**config.mk**
```make
export PLATFORM = sky130hd
export DESIGN_NAME = opt_sequencer
export DESIGN_NICKNAME = d
export VERILOG_FILES = /design/src/rtl/replica_pkg.sv /design/src/rtl/opt_lfsr.sv /design/src/rtl/opt_sequencer.sv
export SDC_FILE = /design/constraint.sdc
export NUM_CORES = 1
export LEC_CHECK = 0
export CORE_ASPECT_RATIO = 1.5
export CORE_MARGIN = 5
export CORE_UTILIZATION = 35
export DETAILED_ROUTE_END_ITERATION = 7
export DONT_BUFFER_PORTS = 1
export PLACE_DENSITY_LB_ADDON = 0.2
export SETUP_SLACK_MARGIN = 0.3
export SKIP_LAST_GASP = 1
export SLEW_MARGIN = 10
export SYNTH_ARGS = -nofsm -noshare
export SYNTH_HDL_FRONTEND = slang
export SYNTH_SLANG_ARGS = --single-unit
```
**constraint.sdc**
```tcl
create_clock -name clk -period 2.1 [get_ports clk]
set_input_delay 0.42 -clock clk [delete_from_list [all_inputs] [get_ports clk]]
set_output_delay 0.42 -clock clk [all_outputs]
set_load 0.01 [all_outputs]
```
**src/rtl/replica_pkg.sv**
```systemverilog
// Shared replica types plus the or-opt sequencer state encoding and LFSR constants.
package replica_pkg;

    localparam int city_num  = 32;
    localparam int OPT_IDX_W = 7;

    typedef enum logic [1:0] {
        CMD_NOP  = 2'd0,
        CMD_INIT = 2'd1,
        CMD_OPT  = 2'd2,
        CMD_OUT  = 2'd3
    } replica_command_t;

    typedef enum logic {
        OPT_THR = 1'b0,
        OPT_OR0 = 1'b1
    } opt_command_t;

    typedef struct packed {
        opt_command_t         command;
        logic [OPT_IDX_W-1:0] K;
        logic [OPT_IDX_W-1:0] L;
    } opt_t;

    typedef enum logic [2:0] {
        SEQ_IDLE   = 3'd0,
        SEQ_DRAW   = 3'd1,
        SEQ_ISSUE  = 3'd2,
        SEQ_SWEEP  = 3'd3,
        SEQ_DECIDE = 3'd4,
        SEQ_FIN    = 3'd5
    } opt_seq_state_t;

    localparam logic [15:0] LFSR_TAPS  = 16'hB400;
    localparam logic [15:0] LFSR_RESET = 16'hACE1;

    // One right-shifting Galois step.
    function automatic logic [15:0] lfsr_next(input logic [15:0] s);
        return s[0] ? ((s >> 1) ^ LFSR_TAPS) : (s >> 1);
    endfunction

endpackage

```
**src/rtl/opt_lfsr.sv**
```systemverilog
// 16-bit Galois LFSR that advances two steps per enabled cycle; seed load wins over stepping.
module opt_lfsr
    import replica_pkg::*;
(
    input  logic        clk,
    input  logic        reset,
    input  logic        load,
    input  logic [15:0] seed,
    input  logic        step,
    output logic [15:0] state
);

    // state register: reset value, seed load, or double step
    always_ff @(posedge clk) begin
        if (reset) begin
            state <= LFSR_RESET;
        end else if (load) begin
            state <= seed;
        end else if (step) begin
            state <= lfsr_next(lfsr_next(state));
        end
    end

endmodule

```
**src/rtl/opt_sequencer.sv**
```systemverilog
// opt_sequencer: draws an or-opt move (K,L), issues one route sweep, waits for the
// Metropolis verdict, and repeats for a programmed number of trials.
// Optional build macro OPT_STATS_EN adds accept/reject/THR-draw counters.
//
// state  | meaning
// IDLE   | waiting for start_i
// DRAW   | drawing K then L from the LFSR, rejecting out-of-range values
// ISSUE  | command pulse cycle towards opt_route
// SWEEP  | opt_route is walking the route; count 1..CITY_NUM-1
// DECIDE | waiting for accept_v_i
// FIN    | done_o pulse, back to IDLE
module opt_sequencer
    import replica_pkg::*;
#(
    parameter int CITY_NUM = city_num,
    parameter int IDX_W    = 7,
    parameter int ITER_W   = 16
) (
    input  logic                clk,
    input  logic                reset,
    input  logic                start_i,
    input  logic [ITER_W-1:0]   iter_i,
    input  replica_command_t    run_cmd_i,
    input  logic [15:0]         seed_i,
    output replica_command_t    command_o,
    output opt_t                opt_o,
    output logic                decide_o,
    input  logic                accept_v_i,
    input  logic                accept_i,
    output logic                commit_o,
    output logic                busy_o,
    output logic                done_o
`ifdef OPT_STATS_EN
    ,
    output logic [ITER_W-1:0]   acc_cnt_o,
    output logic [ITER_W-1:0]   rej_cnt_o,
    output logic [ITER_W-1:0]   thr_cnt_o
`endif
);

    localparam logic [IDX_W-1:0] CITY_MAX = IDX_W'(CITY_NUM - 1);

    opt_seq_state_t    state;
    logic [ITER_W-1:0] remaining;
    replica_command_t  run_cmd;
    logic [IDX_W-1:0]  k_q;
    logic              have_k;
    logic [IDX_W-1:0]  sweep_cnt;
    logic [15:0]       lfsr_q;
    logic [IDX_W-1:0]  r;
    logic              r_valid;
    logic              start_ok;
    logic              unused_lfsr;

    assign start_ok    = (state == SEQ_IDLE) && start_i;
    assign r           = lfsr_q[IDX_W-1:0];
    assign r_valid     = (r != '0) && (r <= CITY_MAX);
    assign unused_lfsr = ^lfsr_q[15:IDX_W];

    opt_lfsr u_lfsr (
        .clk   (clk),
        .reset (reset),
        .load  (start_ok && (seed_i != 16'h0000)),
        .seed  (seed_i),
        .step  (state == SEQ_DRAW),
        .state (lfsr_q)
    );

    // sequencing FSM with registered outputs
    always_ff @(posedge clk) begin
        if (reset) begin
            state         <= SEQ_IDLE;
            command_o     <= CMD_NOP;
            opt_o.command <= OPT_THR;
            opt_o.K       <= '0;
            opt_o.L       <= '0;
            decide_o      <= 1'b0;
            commit_o      <= 1'b0;
            busy_o        <= 1'b0;
            done_o        <= 1'b0;
            remaining     <= '0;
            run_cmd       <= CMD_NOP;
            k_q           <= '0;
            have_k        <= 1'b0;
            sweep_cnt     <= '0;
        end else begin
            commit_o <= 1'b0;
            done_o   <= 1'b0;
            case (state)
                SEQ_IDLE: begin
                    if (start_i) begin
                        remaining <= iter_i;
                        run_cmd   <= run_cmd_i;
                        have_k    <= 1'b0;
                        if (iter_i == '0) begin
                            state  <= SEQ_FIN;
                            done_o <= 1'b1;
                        end else begin
                            state  <= SEQ_DRAW;
                            busy_o <= 1'b1;
                        end
                    end
                end
                SEQ_DRAW: begin
                    if (r_valid) begin
                        if (!have_k) begin
                            k_q    <= r;
                            have_k <= 1'b1;
                        end else begin
                            opt_o.command <= (k_q == r) ? OPT_THR : OPT_OR0;
                            opt_o.K       <= (r < k_q) ? r : k_q;
                            opt_o.L       <= (r < k_q) ? k_q : r;
                            command_o     <= run_cmd;
                            state         <= SEQ_ISSUE;
                        end
                    end
                end
                SEQ_ISSUE: begin
                    command_o <= CMD_NOP;
                    sweep_cnt <= IDX_W'(1);
                    state     <= SEQ_SWEEP;
                end
                SEQ_SWEEP: begin
                    if (sweep_cnt == CITY_MAX) begin
                        sweep_cnt <= '0;
                        decide_o  <= 1'b1;
                        state     <= SEQ_DECIDE;
                    end else begin
                        sweep_cnt <= sweep_cnt + IDX_W'(1);
                    end
                end
                SEQ_DECIDE: begin
                    if (accept_v_i) begin
                        decide_o <= 1'b0;
                        commit_o <= accept_i;
                        if (remaining != '0) begin
                            remaining <= remaining - ITER_W'(1);
                        end
                        if (remaining <= ITER_W'(1)) begin
                            state  <= SEQ_FIN;
                            done_o <= 1'b1;
                            busy_o <= 1'b0;
                        end else begin
                            state  <= SEQ_DRAW;
                            have_k <= 1'b0;
                        end
                    end
                end
                SEQ_FIN: begin
                    state <= SEQ_IDLE;
                end
                default: begin
                    state <= SEQ_IDLE;
                end
            endcase
        end
    end

`ifdef OPT_STATS_EN
    // saturating verdict and THR-draw counters, cleared when a batch starts
    always_ff @(posedge clk) begin
        if (reset || start_ok) begin
            acc_cnt_o <= '0;
            rej_cnt_o <= '0;
            thr_cnt_o <= '0;
        end else begin
            if (state == SEQ_DECIDE && accept_v_i) begin
                if (accept_i && acc_cnt_o != '1) begin
                    acc_cnt_o <= acc_cnt_o + ITER_W'(1);
                end
                if (!accept_i && rej_cnt_o != '1) begin
                    rej_cnt_o <= rej_cnt_o + ITER_W'(1);
                end
            end
            if (state == SEQ_DRAW && r_valid && have_k && r == k_q && thr_cnt_o != '1) begin
                thr_cnt_o <= thr_cnt_o + ITER_W'(1);
            end
        end
    end
`endif

endmodule

```
== Yosys cells after proc, flatten, opt, wreduce, memory -nomap -nowiden ==
Cells that the tools add are included.

* $add $sub $neg: 2
* Order comparisons: 3
* Equal/unequal tests: 15
* Multiplexer cells: 42
* Bitwise gates (word level): 5
* Reduce and logical (&&, ||, !) cells: 24

{| class="wikitable"
|+ Operator list
! operator !! count
|-
| 16-bit 2-to-1 mux || 7
|-
| 16-bit case mux with 2 select lines || 1
|-
| 16-bit nonzero test || 2
|-
| 3-bit 2-to-1 mux || 7
|-
| 7-bit 2-to-1 mux || 3
|-
| 2-bit inequality test, second input constant || 9
|-
| 16-bit by 1-bit <= comparator with 1-bit output, second input constant || 1
|-
| 16-bit zero test || 1
|-
| 16-bit by 1-bit subtractor with 16-bit output, second input constant || 1
|-
| 1-bit 2-to-1 mux || 15
|-
| 3-bit case mux with 5 select lines || 1
|-
| 5-bit AND reduction || 3
|-
| 7-bit case mux with 2 select lines || 1
|-
| 3-bit AND reduction || 4
|-
| 2-bit nonzero test || 5
|-
| 3-bit NOT with 4-bit output || 2
|-
| 7-bit by 1-bit adder with 7-bit output, second input constant || 1
|-
| 7-bit by 5-bit == test with 1-bit output, second input constant || 1
|-
| 7-bit == test || 1
|-
| 7-bit by 5-bit <= comparator with 1-bit output, second input constant || 1
|-
| 7-bit < comparator || 1
|-
| 7-bit nonzero test || 1
|-
| 3-bit by 2-bit == test with 1-bit output, second input constant || 2
|-
| 1-bit case mux with 2 select lines || 3
|-
| 12 further kinds || 17
|}

* Bits in registers: 73
* Output and inout bits: 21
* Word-level logic and storage cells: 106

== Logic depth before layout (Yosys ltp) ==
* Word-level depth: 6
* Depth in mapped cells: 9
* Depth with buffers taken out: 7

== By module ==
Synthesis repeated with hierarchy kept, for this count alone.

* Cell total of the unflattened synthesis: 488
* Area total of the unflattened synthesis: 4037.6 um^2

{| class="wikitable"
|+ By module, submodules not included
! module !! instances !! cells an instance !! area an instance (um^2)
|-
| opt_sequencer || 1 || 410 || 3199.3
|-
| opt_lfsr || 1 || 78 || 838.3
|}

== Least setup slack after synthesis ==
Ideal clock, no wire load.

* Kind: register -> register
* Start: register u_lfsr.state[0]
* End: register opt_o[9] (netlist name)
* Setup time: 0.146 ns
* Data arrival time: 2.005 ns
* Data required time: 1.954 ns
* Slack: -0.050 ns
* Stages on the path, launching flop included: 10
* Path buffers: 2
* Period minus slack after synthesis: 2.150 ns
* Cell sequence: dfxtp_1 buf_2 inv_1 ha_1 nor2b_1 o21ai_0 a21oi_1 or2_2 clkbuf_1 a311oi_1

* Cells in the longest elaborated chain, start to end: 3
* Elaborated cells on any way between the ends: 6

{| class="wikitable"
|+ Ends and longest elaborated chain
! item !! line !! RTL
|-
| from (decl) || opt_lfsr.sv:10 || <nowiki>output logic [15:0] state</nowiki>
|-
| from (signal assigned) || opt_lfsr.sv:20 || <nowiki>state <= lfsr_next(lfsr_next(state));</nowiki>
|-
| 7-bit by 5-bit <= comparator with 1-bit output or 7-bit nonzero test (tied branches) || opt_sequencer.sv:57 || <nowiki>assign r_valid = (r != '0) && (r <= CITY_MAX);</nowiki>
|-
| 1-bit logical AND || opt_sequencer.sv:57 ||
|-
| 3-bit AND reduction (no source line) || - ||
|-
| to (decl) || opt_sequencer.sv:26 || <nowiki>output opt_t opt_o,</nowiki>
|}

Several ways; a longest one is shown, not always the timed one.
A chain may end at the register's enable or synchronous reset.

== Worst setup path after layout ==
* Start: register u_lfsr.state[4]
* End: register opt_o[0] (netlist name)

Same word-level chain as after synthesis.

==> reports/metrics.cfg <==
[placement]
dp_hpwl_microns=7580
numPortBuffers=0
gp_congestion=0.840

[global_route]
track_usage_pct=15.8
first_global_vias=3539
grt_max_degree=73
antenna_found_initial=0
grt_pass1_wl_microns=17800
grt_overflow=0

[timing]
fmax_ghz=0.516
setup_viol=0
fin_tns_setup_ns=0
slew_viol_final=0
rsz0062_at_grt=true
finalClockSkew_ns=0.00323
timing.max_slew.rel_slack_pct=60.3
period_minus_slack_ns=1.94
period_share_pct=92.2
worst_slew_pin_slew_ns=0.590
finalHoldViolCount=0

[drt]
drt_iter0_drc=141
routed_wl_microns=11400
wl_per_cell_microns=16.8
drt_pass1_iterations=4
vias=3823
drc=0
ant_nets=0
avgViaCountPerCell=5.63

[cells_and_area]
nets=577
fill_cells=1122
drive_above_1_share_pct=25.2
final-seq-area_sq_um=1490
synthToLayoutAreaGrowth_pct=29.4
num_antenna_cells=0
multiInputGateArea_sq_um=2610

[clocking]
cts_tree=done
path_clk_slew_ns=0.06
clkSinkCount=73
cts_made_buffers=9
clk_path_buf_depth=2
h-tree-depth=3
root_buffer=clkbuf_16
ctsHoldBuffers=0
clk-insertion-delay-late_ns=0.33

[power_and_ir_drop]
leakagePower_nw=1.84
ir_drop_mv=0.988
p_per_area_nw_per_um2=1420
power.total_mw=7.29

[run]
maxCapViolations=0

[setup_path]
start_kind=flip-flop
critPathArrivalTime_ns=2.17
endpoint=opt_o[0]$_SDFFE_PP0P_
r2r_start=u_lfsr.state[4]$_SDFFE_PP0P_
end_kind=flip-flop
path_cells=or4_4 -> o211ai_4 -> clkbuf_16 -> nor2_1 -> a2111oi_2
crit_start=u_lfsr.state[4]$_SDFFE_PP0P_
cpPeakStageDelay_ns=0.57
cp_max_fo=12
crit_slowest_cell=or4_4
critPathKind=reg2reg
r2r-end=opt_o[0]$_SDFFE_PP0P_
cp.required_ns=2.33
r2r_setup_slack_ns=0.16
worstRegToRegCells=5

[synthesis]
yosysMostFrequentCell=dfxtp_1
synth_area_leaders=dfxtp_1 37%, nand2_1 6.8%, a21oi_1 5.4%
synthCells=496
yosysTopAreaCell=dfxtp_1
synth.distinct_cells=57
synth_top_area_share_pct=37.0
async_reset_ff_share_pct=0
synth_edf_count=0
syn_nets=546
yosys_warnings=0
yosysSeqAreaShare_pct=37.0
syn-cell-area_sq_um=3950
synthTopCellsByCount=73 x dfxtp_1, 72 x nand2_1, 53 x nor2_1
synthFlopType=dfxtp_1
yosys_register_bits=73
synth.avg_cell_area_sq_um=7.97

[worst_hold_path]
hold_path.class=in2reg

[die]
io_pins=60
initial_core_util_pct=35.8
fp-row-count=47
die-area_sq_um=13600
chipWidth_microns=96.8
fp.coreArea_sq_um=11100
die_y_microns=140

[outcome]
status=complete, no violations

critical path, delay by kind of cell, from the launching register on:
kind | cells | cell delay [ns]
AO/OA/AOI/OAI | 2 | 0.63
AND/OR/NAND/NOR | 2 | 0.62
flip-flops | 1 | 0.35
buffers and inverters | 1 | 0.23
report_power, final:
group | internal, mW | switching, mW | total (mW)
sequential | 1.72 | 0.330 | 2.05
combinational | 1.64 | 2.08 | 3.72
clock | 0.950 | 0.572 | 1.52
placed cells by master, fill, tap and decap left out, types with 4 or more instances in the layout:
master     count
a2111oi_2      4
buf_6          6
o21ai_0       16
nand2_1       72
a221oi_1       4
nor4_4         4
nor4_1        14
inv_1         12
clkbuf_16     11
dfxtp_2        7
buf_4         43
a211oi_1       8
nor4_2         8
a21oi_1       40
a22oi_1        7
a2111oi_4      4
o21bai_1       4
xnor2_1        6
dfxtp_4        4
o41ai_1        4
or4_4          4
o21ai_1        5
dfxtp_1       62
ha_1           9
o31ai_1        6
nor2_1        50
a31oi_1        4
mux2i_1        9
nand3_1       10
nor3_1        18
nand4_1        5
worst min path at each step:
| stage | startpoint | to | slack [ns] | depth (start not counted) |
|---|---|---|---|---|
| 2_1_floorplan | u_lfsr.state[7]$_SDFFE_PP1P_ | u_lfsr.state[7]$_SDFFE_PP1P_ | 0.42 | 2 |
| 6_report | reset | run_cmd[0]$_SDFFE_PP0P_ | 0.16 | 1 |
| 3_5_place_dp | u_lfsr.state[7]$_SDFFE_PP1P_ | u_lfsr.state[7]$_SDFFE_PP1P_ | 0.44 | 2 |
| 3_3_place_gp | u_lfsr.state[8]$_SDFFE_PP0P_ | u_lfsr.state[8]$_SDFFE_PP0P_ | 0.44 | 2 |
| 5_1_grt | reset | run_cmd[0]$_SDFFE_PP0P_ | 0.14 | 1 |
| 4_1_cts | reset | remaining[10]$_SDFFE_PP0P_ | 0.14 | 1 |
what timing repair did:
action | 4_1_cts | 5_1_grt
hold endpoints to repair | 0 | 0
pin swaps | 4 | 19
gates resized for setup | 9 | 58
endpoints found under the setup margin | 51 | 52
setup buffers | 3 | 18
gates cloned | 1 | 3
through the flow:
stage	hold slack (ns)	utilization, %	area (sq um)	worst slack, ns	instances
floorplan	0.423	-	4000	0.285	496
global placement	0.440	38.4	4250	0.0622	638
detailed placement	0.439	38.4	4250	0.0292	638
CTS	0.140	41.7	4610	0.196	658
global route	0.139	46.3	5110	0.0982	679
finish	0.163	46.3	5110	0.163	679
cells by family (layout without fill, tap and decap cells):
family	Yosys count	after routing	share of synthesized area [%]
and+or+nand+nor	214	215	26.8
AOI/OAI and AO/OA	134	135	23.8
DFF	73	73	37.0
buffers and inverters	49	83	5.32
adders and majority gates	11	11	3.48
muxes	9	9	2.28
xor gates and xnor gates	6	6	1.33
per-layer routing:
layer	share of wire, %	global-route usage, %	vias up
li1	-	-	1878
met1	39	17.7	1828
met2	54	28.7	94
met3	5.0	4.43	23
met4	2.1	5.25	0
met5	0	0	-
cell type report:
| type | count | share of cell area, % |
|---|---|---|
| clock buffers | 13 | 4.89 |
| clock inverters | 3 | 0.783 |
| multi-input cells | 376 | 51.0 |
| repair buffers | 54 | 9.78 |
| inverters | 13 | 0.954 |
| flip-flops and latches | 73 | 29.0 |
| well taps | 147 | 3.60 |
sequential cells by signal (all words and copies together) (netlist names):
name          flops
busy_o            1
remaining        16
opt_o            15
command_o         2
done_o            1
k_q               7
commit_o          1
sweep_cnt         7
decide_o          1
have_k            1
u_lfsr.state     16
run_cmd           2
state             3
Note: power is estimated with default switching activity, not from simulation.
